===== src/rtl/gcd_pkg.sv =====
// gcd_pkg: state codes shared with the GCD controller FSM, default width and
// datapath select encodings.
package gcd_pkg;
  localparam int GCD_WIDTH = 16;
  typedef enum logic [4:0] {
    IDLE, INIT1, INIT2, INIT3, INIT4,
    CHECK1, CHECK2, CHECK3, CHECK4, CHECK5, CHECK6, CHECK7, CHECK8,
    EXCHANGE1, EXCHANGE2, EXCHANGE3,
    PRELOOP1, PRELOOP2,
    LOOP1, LOOP2, LOOP3, LOOP4, LOOP5, LOOP6, LOOP7, LOOP8, LOOP9, LOOP10, LOOP11,
    END1, END2
  } state_e;
  localparam logic [2:0] T_HOLD = 3'd0;
  localparam logic [2:0] T_A    = 3'd1;
  localparam logic [2:0] T_B    = 3'd2;
  localparam logic [2:0] T_SUB  = 3'd3;
  localparam logic [2:0] T_GE   = 3'd4;
  localparam logic [1:0] A_HOLD = 2'd0;
  localparam logic [1:0] A_B    = 2'd1;
  localparam logic [1:0] A_T    = 2'd2;
endpackage


===== src/rtl/gcd_op_decode.sv =====
// gcd_op_decode: maps the controller state code to datapath register enables.
module gcd_op_decode
  import gcd_pkg::*;
(
  input  logic [4:0] state,
  output logic       ld_in,
  output logic [2:0] t_sel,
  output logic [1:0] a_sel,
  output logic       b_we,
  output logic       iter_clr,
  output logic       iter_inc,
  output logic       res_we,
  output logic       res_sel,
  output logic       err_chk
);
  assign ld_in    = state == IDLE;
  assign t_sel    = state inside {INIT1, CHECK3, EXCHANGE1, LOOP7} ? T_A :
                    state inside {CHECK1, CHECK5, LOOP10} ? T_B :
                    state inside {CHECK7, LOOP3} ? T_SUB :
                    state == LOOP5 ? T_GE : T_HOLD;
  assign a_sel    = state inside {EXCHANGE2, LOOP8} ? A_B :
                    state == LOOP4 ? A_T : A_HOLD;
  assign b_we     = state inside {EXCHANGE3, LOOP9};
  assign iter_clr = state == INIT2;
  assign iter_inc = state == LOOP1;
  assign res_we   = state inside {END1, END2};
  assign res_sel  = state == END2;
  assign err_chk  = state inside {INIT4, CHECK2};
endmodule


===== src/rtl/gcd_datapath.sv =====
// gcd_datapath: operand/temporary registers for a subtract-and-swap Euclid GCD,
// sequenced by the external controller's state code.
module gcd_datapath
  import gcd_pkg::*;
#(
  parameter int WIDTH  = GCD_WIDTH,
  parameter int ITER_W = 8
) (
  input  logic              clk,
  input  logic              reset,
  input  logic [4:0]        state,
  input  logic              load,
  input  logic [WIDTH-1:0]  a_in,
  input  logic [WIDTH-1:0]  b_in,
  output logic              flag_z1,
  output logic              flag_s1,
  output logic [WIDTH-1:0]  result,
  output logic              done,
  output logic              err,
  output logic              busy,
  output logic [ITER_W-1:0] iter_cnt
);
  logic [WIDTH-1:0] a_q, b_q, res_q;
  logic [WIDTH:0] t_q, t_d, a_x, b_x;
  logic [ITER_W-1:0] iter_q;
  logic done_q, err_q;
  logic ld_in, b_we, iter_clr, iter_inc, res_we, res_sel, err_chk;
  logic [2:0] t_sel;
  logic [1:0] a_sel;
  gcd_op_decode u_dec (
    .state(state), .ld_in(ld_in), .t_sel(t_sel), .a_sel(a_sel), .b_we(b_we),
    .iter_clr(iter_clr), .iter_inc(iter_inc), .res_we(res_we), .res_sel(res_sel),
    .err_chk(err_chk)
  );
  assign a_x = {a_q[WIDTH-1], a_q};
  assign b_x = {b_q[WIDTH-1], b_q};
  // T is one bit wider than the operands so its top bit is a reliable sign for A-B
  always_comb
    t_d = t_sel == T_A ? a_x :
          t_sel == T_B ? b_x :
          t_sel == T_SUB ? a_x - b_x :
          t_sel == T_GE ? {{WIDTH{1'b0}}, !($signed(a_q) < $signed(b_q))} : t_q;
  always_ff @(posedge clk or negedge reset)
    if (!reset) begin
      a_q    <= '0;
      b_q    <= '0;
      t_q    <= '0;
      res_q  <= '0;
      iter_q <= '0;
      done_q <= 1'b0;
      err_q  <= 1'b0;
    end else begin
      a_q    <= ld_in && load ? a_in : a_sel == A_B ? b_q : a_sel == A_T ? t_q[WIDTH-1:0] : a_q;
      b_q    <= ld_in && load ? b_in : b_we ? t_q[WIDTH-1:0] : b_q;
      t_q    <= t_d;
      iter_q <= iter_clr ? '0 : iter_inc && iter_q != '1 ? iter_q + ITER_W'(1) : iter_q;
      res_q  <= res_we ? (res_sel ? a_q | b_q : a_q) : res_q;
      done_q <= res_we;
      err_q  <= err_chk && t_q[WIDTH];
    end
  assign flag_z1  = t_q == '0;
  assign flag_s1  = t_q[WIDTH];
  assign result   = res_q;
  assign done     = done_q;
  assign err      = err_q;
  assign busy     = state != IDLE;
  assign iter_cnt = iter_q;
endmodule


===== config.mk =====
export PLATFORM = sky130hd
export DESIGN_NAME = gcd_datapath
export DESIGN_NICKNAME = d
export VERILOG_FILES = /design/src/rtl/gcd_pkg.sv /design/src/rtl/gcd_op_decode.sv /design/src/rtl/gcd_datapath.sv
export SDC_FILE = /design/constraint.sdc
export NUM_CORES = 1
export LEC_CHECK = 0
export CORE_MARGIN = 1.5
export CORE_UTILIZATION = 50
export DETAILED_ROUTE_END_ITERATION = 10
export HOLD_SLACK_MARGIN = 0.12
export PLACE_DENSITY = 0.79
export SLEW_MARGIN = 20
export SYNTH_ARGS = -nofsm -noshare
export SYNTH_HDL_FRONTEND = slang
export SYNTH_SLANG_ARGS = --single-unit
export TNS_END_PERCENT = 20

===== constraint.sdc =====
create_clock -name clk -period 2.4 [get_ports clk]
set_input_delay 0.36 -clock clk [delete_from_list [all_inputs] [get_ports clk]]
set_output_delay 0.36 -clock clk [all_outputs]
set_load 0.005 [all_outputs]

==> results of run 1 <==
-- flip-flops by register name, summed over array words and instances (netlist names) --
name and flops:
t_q 17, a_q 16, b_q 16, result 16, iter_cnt 8, done 1
err 1
-- timing repair --
| item | CTS | global route |
|---|---|---|
| pin swaps | 1 | 8 |
| buffers inserted | 0 | 3 |
| resized for setup | 10 | 19 |
| endpoints found under the setup margin | 6 | 11 |
-- power groups by stage --
stage          Combinational [mW]  Sequential (mW)  Clock (mW)
6_report                     4.82             2.24       0.890
5_1_grt                      5.12             2.28       0.946
4_1_cts                      4.31             2.19       0.898
3_5_place_dp                 4.18             2.20           0
3_3_place_gp                 4.04             2.17           0
2_1_floorplan                2.50             2.13           0
-- layout make-up --
class | count | area share
multi-input combinational | 435 | 0.4617
sequential | 75 | 0.2750
timing repair buffer | 138 | 0.1874
inverter | 48 | 0.02635
tap | 136 | 0.02489
clock buffer | 10 | 0.01866
clock inverter | 6 | 0.006038
-- synth_stat cells (all sizes together), types with 2 or more instances --
library cell  count
dfrtp            75
nand2            67
o21ai            62
inv              48
nor2             48
mux2i            35
ha               33
a21oi            22
nor3             18
buf              17
clkbuf           16
mux2             16
a211oi           10
a222oi           10
xnor2            10
nand3             9
a221oi            6
nand2b            6
nor4              6
o31ai             6
nor2b             5
xor2              5
a221o             4
a22o              4
nand4             4
o22ai             4
o211ai            3
a211o             2
a21boi            2
a31oi             2
a32oi             2
and3              2
nor3b             2
nor4b             2
o21bai            2
or2               2
or3b              2
or4               2
-- worst paths after layout --
kind | start | endpoint | depth (start not counted)
min in group clk | result[10] | result[10] | 2
min | reset | b_q[13] | 1
max in group asynchronous | reset | t_q[14] | 1
max reg2reg | a_q[0] | t_q[12] | 11
max | a_q[0] | t_q[12] | 11
min reg2reg | result[10] | result[10] | 2
-- kinds of logic (layout without fill, tap and decap cells) --
kind of cell,after synthesis,in the layout,synth area share
multiplexers,51,51,0.1005
AO/OA/AOI/OAI,153,153,0.2007
buffers and inverters,81,202,0.07298
flip-flops,75,75,0.3555
adder cells (fa/ha/maj),34,34,0.08199
XOR/XNOR,15,15,0.02630
AND/OR/NAND/NOR,182,182,0.1621
-- through the flow --
step | total power, mW | utilization | setup TNS [ps] | setup WS [ps] | hold slack [ps]
2_1_floorplan | 4.631 | - | 0 | 96.72 | 64.41
3_3_place_gp | 6.205 | 0.6331 | -249.5 | -47.98 | 468.7
3_5_place_dp | 6.380 | 0.6331 | -913.8 | -118.8 | 479.0
4_1_cts | 7.398 | 0.6530 | -38.79 | -24.70 | 185.0
5_1_grt | 8.352 | 0.6653 | -502.4 | -154.1 | 231.5
6_report | 7.948 | 0.6653 | -100.8 | -62.66 | 135.7
-- critical path, delay by kind of cell (launching register included) --
kind	cells	cell delay, ps
compound gates	4	860
fa+ha+maj	2	540
buf+inv	3	300
flops	1	380
mux	1	120
simple gates	1	160
-- per-layer routing --
layer / up-vias / share of wire / GRT usage
met2: 344 / 0.44 / 0.4040
met5: - / 0 / 0
met1: 2432 / 0.42 / 0.3899
li1: 2345 / - / -
met3: 54 / 0.11 / 0.06741
met4: 0 / 0.023 / 0.1033
==> flow_metrics.py, run 1 <==
metrics = {
    "run_status": {
        "outcome": "finished with violations",
        "violations": "negative setup slack",
    },
    "cts": {
        "cts_tree": "done",
        "cts_htree_levels": 3,
        "root_buffer": "clkbuf_8",
        "clkSinkCount": 75,
        "cts_hold_buffers": 0,
        "clk_latency_ps": 370,
        "ctsLongestPathBuffers": 2,
        "path_clk_slew_ps": 80,
        "cts_made_buffers": 9,
    },
    "synthesis": {
        "ys_types": 73,
        "synth_seq_cells": 75,
        "synth-async-reset-ratio": 1.000,
        "syn_area_mm2": 0.005280,
        "yosysWarnings": 0,
        "syn_nets": 665,
        "synth_edf_count": 0,
        "synth_top_area_share": 0.3555,
        "ys.flop_type": "dfrtp_1",
        "seq_area_frac_synth": 0.3555,
        "syn_avg_cell_area_um2": 8.934,
        "synth_top_area_cell": "dfrtp_1",
        "synth_cells": 591,
        "yosys-top-cells-area": "dfrtp_1 36%, ha_1 7.8%, mux2i_1 6.6%, nand2_1 4.8%, mux2_2 3.4%",
    },
    "placed_design": {
        "hpwl_um": 11150,
        "place.port_buffers": 68,
        "placed_area_mm2": 0.006506,
        "dp_cells": 829,
        "place.gp.congestion": 1.040,
    },
    "sta": {
        "final.period_utilization": 1.026,
        "rsz0062_at_grt": "true",
        "fin_skew_ps": 14.00,
        "setup_ws_ps": -62.66,
        "drv_slew": 0,
        "layout_min_cycle_time_ps": 2463,
        "final_hold_viol_count": 0,
        "setup-violations-final": 4,
        "slew_headroom": 0.3581,
        "maxClockFrequency_mhz": 406.1,
        "tightest_slew_ps": 962.8,
    },
    "finish": {
        "area_growth_pct": 29.50,
        "layout_commonest_cell": "dfrtp_1",
        "nFillCells": 770,
        "multi_input_area_mm2": 0.003157,
        "fin_area_mm2": 0.006838,
        "layout_common_cells": "72 x dfrtp_1, 67 x nand2_1, 66 x clkdlybuf4s50_1",
        "finalNonFillerCells": 848,
        "register_area_mm2": 0.001881,
        "diodes": 0,
        "drive_above_1_share": 0.1994,
        "fin_nets": 781,
    },
    "critical_path": {
        "cp_cell_sequence": "inv_1, ha_2, inv_1, fa_2, nor2b_1, o211ai_1, buf_4, a32oi_2, a41oi_2, mux2i_1, a221oi_1",
        "crit_top_cell": "inv_1",
        "cpPeakStageDelay_ps": 380,
        "critPathLaunchType": "register",
        "r2r_slack_ps": -60,
        "path_class": "reg -> reg",
        "cp_max_fo": 3,
        "worst_ep_required_time_ps": 2660,
        "setup.worst_path.end_class": "register",
        "slowest_stage": "dfrtp_1",
        "cp.arrival_ps": 2720,
    },
    "pwr": {
        "swShare": 0.4536,
        "internal_power_mw": 4.343,
        "powerDensity_mw_per_mm2": 1162,
        "pwr-share-comb": 0.607,
        "seq_power_share": 0.282,
        "leakagePower_nw": 2.987,
        "power.switching_mw": 3.605,
        "clkPwrFrac": 0.112,
        "ir_drop_mv": 0.4703,
    },
    "route": {
        "firstDrtPassIters": 7,
        "finalWirelength_um": 15530,
        "avgRoutedWirePerCell_um": 18.31,
        "avgViaCountPerCell": 6.103,
        "drt-initial-drc-count": 745,
        "drc": 0,
        "ant_nets": 0,
        "dr_total_vias": 5175,
    },
    "grt": {
        "grt_pass1_wl_um": 24290,
        "antenna_found_initial": 0,
        "grt_usage": 0.2746,
        "grt_max_degree": 76,
        "grt_overflow": 0,
        "grt_pass1_vias": 4813,
    },
    "floorplanning": {
        "core_mm2": 0.01028,
        "initial_utilization": 0.5138,
        "die_width_um": 105.8,
        "rows": 37,
        "fp.dieArea_mm2": 0.01119,
        "boundaryPins": 69,
        "die_h_um": 105.8,
    },
    "job": {
        "drv_cap": 0,
    },
    "worst_hold_path": {
        "hp-class": "in -> async",
    },
}
(Power assumes the default switching activity.)
==> run 2: changes to the inputs <==
--- a/config.mk
+++ b/config.mk
@@ -9,7 +9,7 @@
 export CORE_UTILIZATION = 50
 export DETAILED_ROUTE_END_ITERATION = 10
 export HOLD_SLACK_MARGIN = 0.12
-export PLACE_DENSITY = 0.79
+export PLACE_DENSITY = 0.76
 export SLEW_MARGIN = 20
 export SYNTH_ARGS = -nofsm -noshare
 export SYNTH_HDL_FRONTEND = slang
==> flow_metrics.py, run 2 (synthesis gave the netlist of run 1 again) <==
metrics = {
    "run_status": {
        "outcome": "finished, final reports clean",
    },
    "pwr": {
        "swShare": 0.4520,
        "leakagePower_nw": 3.033,
        "seq_power_share": 0.274,
        "ir_drop_mv": 0.5110,
        "internal_power_mw": 4.489,
        "clkPwrFrac": 0.121,
        "total_power_mw": 8.191,
        "power.switching_mw": 3.702,
        "pwr-share-comb": 0.605,
        "powerDensity_mw_per_mm2": 1177,
    },
    "placed_design": {
        "hpwl_um": 11480,
        "dp_slack_ps": -160.3,
        "place.gp.congestion": 0.9072,
        "dp_cells": 828,
        "place.port_buffers": 68,
    },
    "finish": {
        "top_register": "t_q",
        "fin_nets": 786,
        "register_area_mm2": 0.001879,
        "diodes": 0,
        "multi_input_area_mm2": 0.003193,
        "area_growth_pct": 31.75,
        "layout_common_cells": "73 x dfrtp_1, 67 x nand2_1, 66 x clkdlybuf4s50_1, 66 x buf_4, 46 x nor2_1",
        "nFillCells": 850,
        "drive_above_1_share": 0.2106,
        "largest_reg_flops": 17,
        "finalNonFillerCells": 853,
        "layout_commonest_cell": "dfrtp_1",
    },
    "cts": {
        "clkSinkCount": 75,
        "root_buffer": "clkbuf_8",
        "path_clk_slew_ps": 100,
        "ctsLongestPathBuffers": 2,
        "cts_htree_levels": 3,
        "clk_latency_ps": 370,
        "cts_tree": "done",
        "cts_made_buffers": 9,
    },
    "floorplanning": {
        "die_width_um": 105.8,
        "core_mm2": 0.01028,
        "boundaryPins": 69,
        "initial_utilization": 0.5138,
        "fp.dieArea_mm2": 0.01119,
        "die_h_um": 105.8,
        "rows": 37,
    },
    "sta": {
        "fin_skew_ps": 11.80,
        "setup-violations-final": 0,
        "final_hold_viol_count": 0,
        "layout_min_cycle_time_ps": 2389,
        "drv_slew": 0,
        "tightest_slew_ps": 747.0,
        "rsz0062_at_grt": "true",
        "slew_headroom": 0.5020,
        "maxClockFrequency_mhz": 418.6,
        "final.period_utilization": 0.9953,
        "setup_ws_ps": 11.20,
    },
    "grt": {
        "grt_overflow": 0,
        "grt_max_degree": 53,
        "grt_usage": 0.2876,
        "antenna_found_initial": 0,
        "grt_pass1_wl_um": 25010,
        "grt_pass1_vias": 4717,
    },
    "route": {
        "avgViaCountPerCell": 5.905,
        "avgRoutedWirePerCell_um": 18.36,
        "ant_nets": 0,
        "firstDrtPassIters": 8,
        "finalWirelength_um": 15660,
        "dr_total_vias": 5037,
        "drc": 0,
        "drt-initial-drc-count": 514,
    },
    "critical_path": {
        "critPathLaunchType": "register",
        "setup.worst_path.end_class": "register",
        "worst_ep_required_time_ps": 2710,
        "cp_max_fo": 3,
        "cp.arrival_ps": 2700,
        "path_class": "reg -> reg",
    },
    "job": {
        "drv_cap": 0,
    },
    "worst_hold_path": {
        "hp-class": "reg -> reg",
    },
}
run 2: cell types whose count changed in the layout (fill, tap and decap cells not counted), moves of 2 or more:
| cell | before | now |
|---|---|---|
| inv_2 | 4 | 7 |
| clkinvlp_4 | 3 | 1 |
| clkinv_2 | 2 | 0 |
| inv_6 | 1 | 3 |
| inv_1 | 44 | 41 |
| buf_12 | 6 | 8 |
run 2: area by class of cell:
class / instances / share of cell area
clock buffers: 9 / 0.01781
clock inverters: 7 / 0.01007
inverters: 48 / 0.02590
multi-input cells: 435 / 0.4590
flip-flops and latches: 75 / 0.2701
well taps: 136 / 0.02446
repair buffers: 143 / 0.1926
run 2: what timing repair did:
item | CTS | global route
endpoints found under the hold margin | 25 | 0
gates resized for setup | 12 | 26
setup buffers | 1 | 7
setup endpoints to repair | 6 | 10
pin swaps | 3 | 12
hold buffers | 1 | 0
run 2: worst max-delay path, stage by stage (launching register included):
cell      delay [ps]
dfrtp_1          380
inv_1             70
ha_1             310
or3_4            380
or4_4            440
a21oi_4          180
o21ai_2           80
a222oi_1         270
o22a_1           200
run 2: power by group through the flow:
stage	Sequential (mW)	Clock [mW]	Combinational (mW)
finish	2.25	0.988	4.96
global route	2.29	1.06	5.36
CTS	2.20	0.995	4.44
detailed placement	2.21	0	4.30
global placement	2.18	0	4.24
floorplan	2.13	0	2.50
run 2: per-layer routing:
| metal | share of wire | track usage |
|---|---|---|
| met5 | 0 | 0 |
| met1 | 0.46 | 0.4404 |
| met3 | 0.10 | 0.05442 |
| met4 | 0.014 | 0.08591 |
| met2 | 0.42 | 0.4077 |
run 2: per-stage QoR:
| stage | hold WS (ps) | cell area [um^2] | util | setup TNS (ps) |
|---|---|---|---|---|
| after floorplan | 64.41 | 5280 | - | 0 |
| after global placement | 387.9 | 6521 | 0.6345 | -424.4 |
| after detailed placement | 406.9 | 6521 | 0.6345 | -1244 |
| after CTS | 492.2 | 6784 | 0.6601 | -3.492 |
| after global routing | 521.4 | 6957 | 0.6769 | -179.7 |
| final | 482.1 | 6957 | 0.6769 | 0 |
run 2: worst paths after layout:
kind                       depth (start not counted)          to  slack (ps)  startpoint
max                                                8      t_q[0]          10      a_q[9]
min reg2reg                                        2  result[10]         480  result[10]
min                                                2  result[10]         480  result[10]
max reg2reg                                        8      t_q[0]          10      a_q[9]
min in group asynchronous                          2   result[8]         520       reset
max in group asynchronous                          3      a_q[3]        1170       reset
==> run 3: changes to the inputs <==
--- a/config.mk
+++ b/config.mk
@@ -6,10 +6,10 @@
 export NUM_CORES = 1
 export LEC_CHECK = 0
 export CORE_MARGIN = 1.5
-export CORE_UTILIZATION = 50
+export CORE_UTILIZATION = 51
 export DETAILED_ROUTE_END_ITERATION = 10
 export HOLD_SLACK_MARGIN = 0.12
-export PLACE_DENSITY = 0.76
+export PLACE_DENSITY = 0.78
 export SLEW_MARGIN = 20
 export SYNTH_ARGS = -nofsm -noshare
 export SYNTH_HDL_FRONTEND = slang
==> flow_metrics.py, run 3 (synthesis gave the netlist of run 1 again) <==
metrics = {
    "sta": {
        "slew_headroom": 0.4792,
        "maxClockFrequency_mhz": 414.1,
        "drv_slew": 0,
        "tightest_slew_ps": 776.6,
        "fin_skew_ps": 14.21,
        "rsz0062_at_grt": "true",
        "finalSetupTns_ps": -14.79,
        "final.period_utilization": 1.006,
        "layout_min_cycle_time_ps": 2415,
        "final_hold_viol_count": 0,
        "holdWs_ps": 479.0,
        "setup-violations-final": 1,
        "setup_ws_ps": -14.79,
    },
    "cts": {
        "path_clk_slew_ps": 80,
        "cts_tree": "done",
        "cts_made_buffers": 9,
        "ctsLongestPathBuffers": 2,
        "clkSinkCount": 75,
        "root_buffer": "clkbuf_8",
        "clk_latency_ps": 360,
        "cts_htree_levels": 3,
    },
    "critical_path": {
        "r2r_slack_ps": -10,
        "cp.arrival_ps": 2670,
        "cpPeakStageDelay_ps": 390,
        "worst_ep_required_time_ps": 2660,
        "r2r_cells": 11,
        "crit_family": "compound AO/OA/AOI/OAI gates",
        "crit_top_cell": "inv_2",
        "cp_cell_sequence": "inv_2, ha_4, inv_2, fa_2, nor2b_4, o211ai_1, a32oi_1, a41oi_1, buf_4, mux2i_1, a221oi_1",
        "worst-path-buf-inv": 3,
        "setup.worst_path.end_class": "register",
        "r2r_start": "a_q[0]",
        "cp_max_fo": 3,
        "critPathLaunchType": "register",
        "path_class": "reg -> reg",
        "slowest_stage": "dfrtp_1",
        "rr_endpoint": "t_q[12]",
    },
    "placed_design": {
        "dp_cells": 834,
        "hpwl_um": 11520,
        "place.gp.congestion": 0.9936,
        "place.port_buffers": 68,
    },
    "grt": {
        "grt_overflow": 0,
        "grt_pass1_vias": 4869,
        "antenna_found_initial": 0,
        "grt_pass1_wl_um": 24710,
        "grt_usage": 0.2833,
        "grt_max_degree": 54,
    },
    "route": {
        "dr_total_vias": 5064,
        "finalWirelength_um": 15360,
        "firstDrtPassIters": 6,
        "drt-initial-drc-count": 514,
        "ant_nets": 0,
        "drc": 0,
        "avgRoutedWirePerCell_um": 18.02,
        "avgViaCountPerCell": 5.944,
    },
    "finish": {
        "fin_nets": 789,
        "area_growth_pct": 31.09,
        "layout_commonest_cell": "dfrtp_1",
        "finalNonFillerCells": 852,
        "layout_common_cells": "73 x dfrtp_1, 70 x buf_4, 67 x nand2_1",
        "diodes": 0,
        "top_register": "t_q",
        "drive_above_1_share": 0.1933,
        "largest_reg_flops": 17,
    },
    "pwr": {
        "total_power_mw": 8.064,
        "ir_drop_mv": 0.6435,
        "leakagePower_nw": 3.062,
        "powerDensity_mw_per_mm2": 1165,
    },
    "worst_hold_path": {
        "hold_path_end": "result[3]",
        "min_path_cells": 2,
        "hp-start": "result[3]",
        "hp-class": "reg -> reg",
    },
    "run_status": {
        "outcome": "finished with violations",
        "violations": "negative setup slack",
    },
    "floorplanning": {
        "boundaryPins": 69,
        "rows": 36,
        "initial_utilization": 0.5328,
        "die_h_um": 104.8,
        "core_mm2": 0.009910,
        "die_width_um": 104.8,
        "fp.dieArea_mm2": 0.01097,
    },
    "job": {
        "drv_cap": 0,
    },
}
## run 3: layout make-up
type / instances / area, um^2
clock buffers: 11 / 141.4
well taps: 133 / 166.4
flip-flops and latches: 75 / 1879
multi-input cells: 435 / 3090
inverters: 48 / 180.2
fillers: 784 / 2988
clock inverters: 4 / 98.84
repair buffers: 146 / 1365
## run 3: worst max path at each step
stage	slack, ps	depth (start not counted)	start	to
3_5_place_dp	-150	11	a_q[0]	t_q[12]
5_1_grt	-180	11	a_q[0]	t_q[12]
3_3_place_gp	-80	7	state[3]	t_q[7]
6_report	-10	11	a_q[0]	t_q[12]
2_1_floorplan	100	10	a_q[0]	t_q[12]
4_1_cts	7	11	a_q[0]	t_q[12]
## run 3: routing by layer
layer  vias to the layer above  share of wire  GRT usage
li1                       2353              -          -
met1                      2383           0.45     0.4035
met2                       287           0.42     0.4094
met3                        41           0.11    0.08983
met4                         0          0.021    0.08415
met5                         -              0          0
## run 3: timing repair
action	in CTS	in global routing
buffers inserted	2	0
hold buffers	1	0
pin swaps	7	9
resized for setup	12	8
endpoints found under the hold margin	41	0
setup endpoints to repair	4	8
## run 3: tightest hold or removal path, stage by stage (launching register included)
cell     delay, ps
dfrtp_1        350
nand2_1         40
o21ai_0         60
## run 3: power breakdown
| group | internal (mW) | total, mW | switching, mW |
|---|---|---|---|
| Combinational | 2.20 | 4.65 | 2.44 |
| Sequential | 1.74 | 2.22 | 0.479 |
| Clock | 0.716 | 1.20 | 0.486 |
| Total | 4.66 | 8.06 | 3.41 |
## run 3: metrics by stage
step	setup WS (ps)	util	cell area [um^2]
floorplan	96.72	-	5280
global placement	-80.80	0.6648	6588
detailed placement	-146.7	0.6648	6588
CTS	7.141	0.6957	6894
global route	-175.8	0.6985	6922
finish	-14.79	0.6985	6922
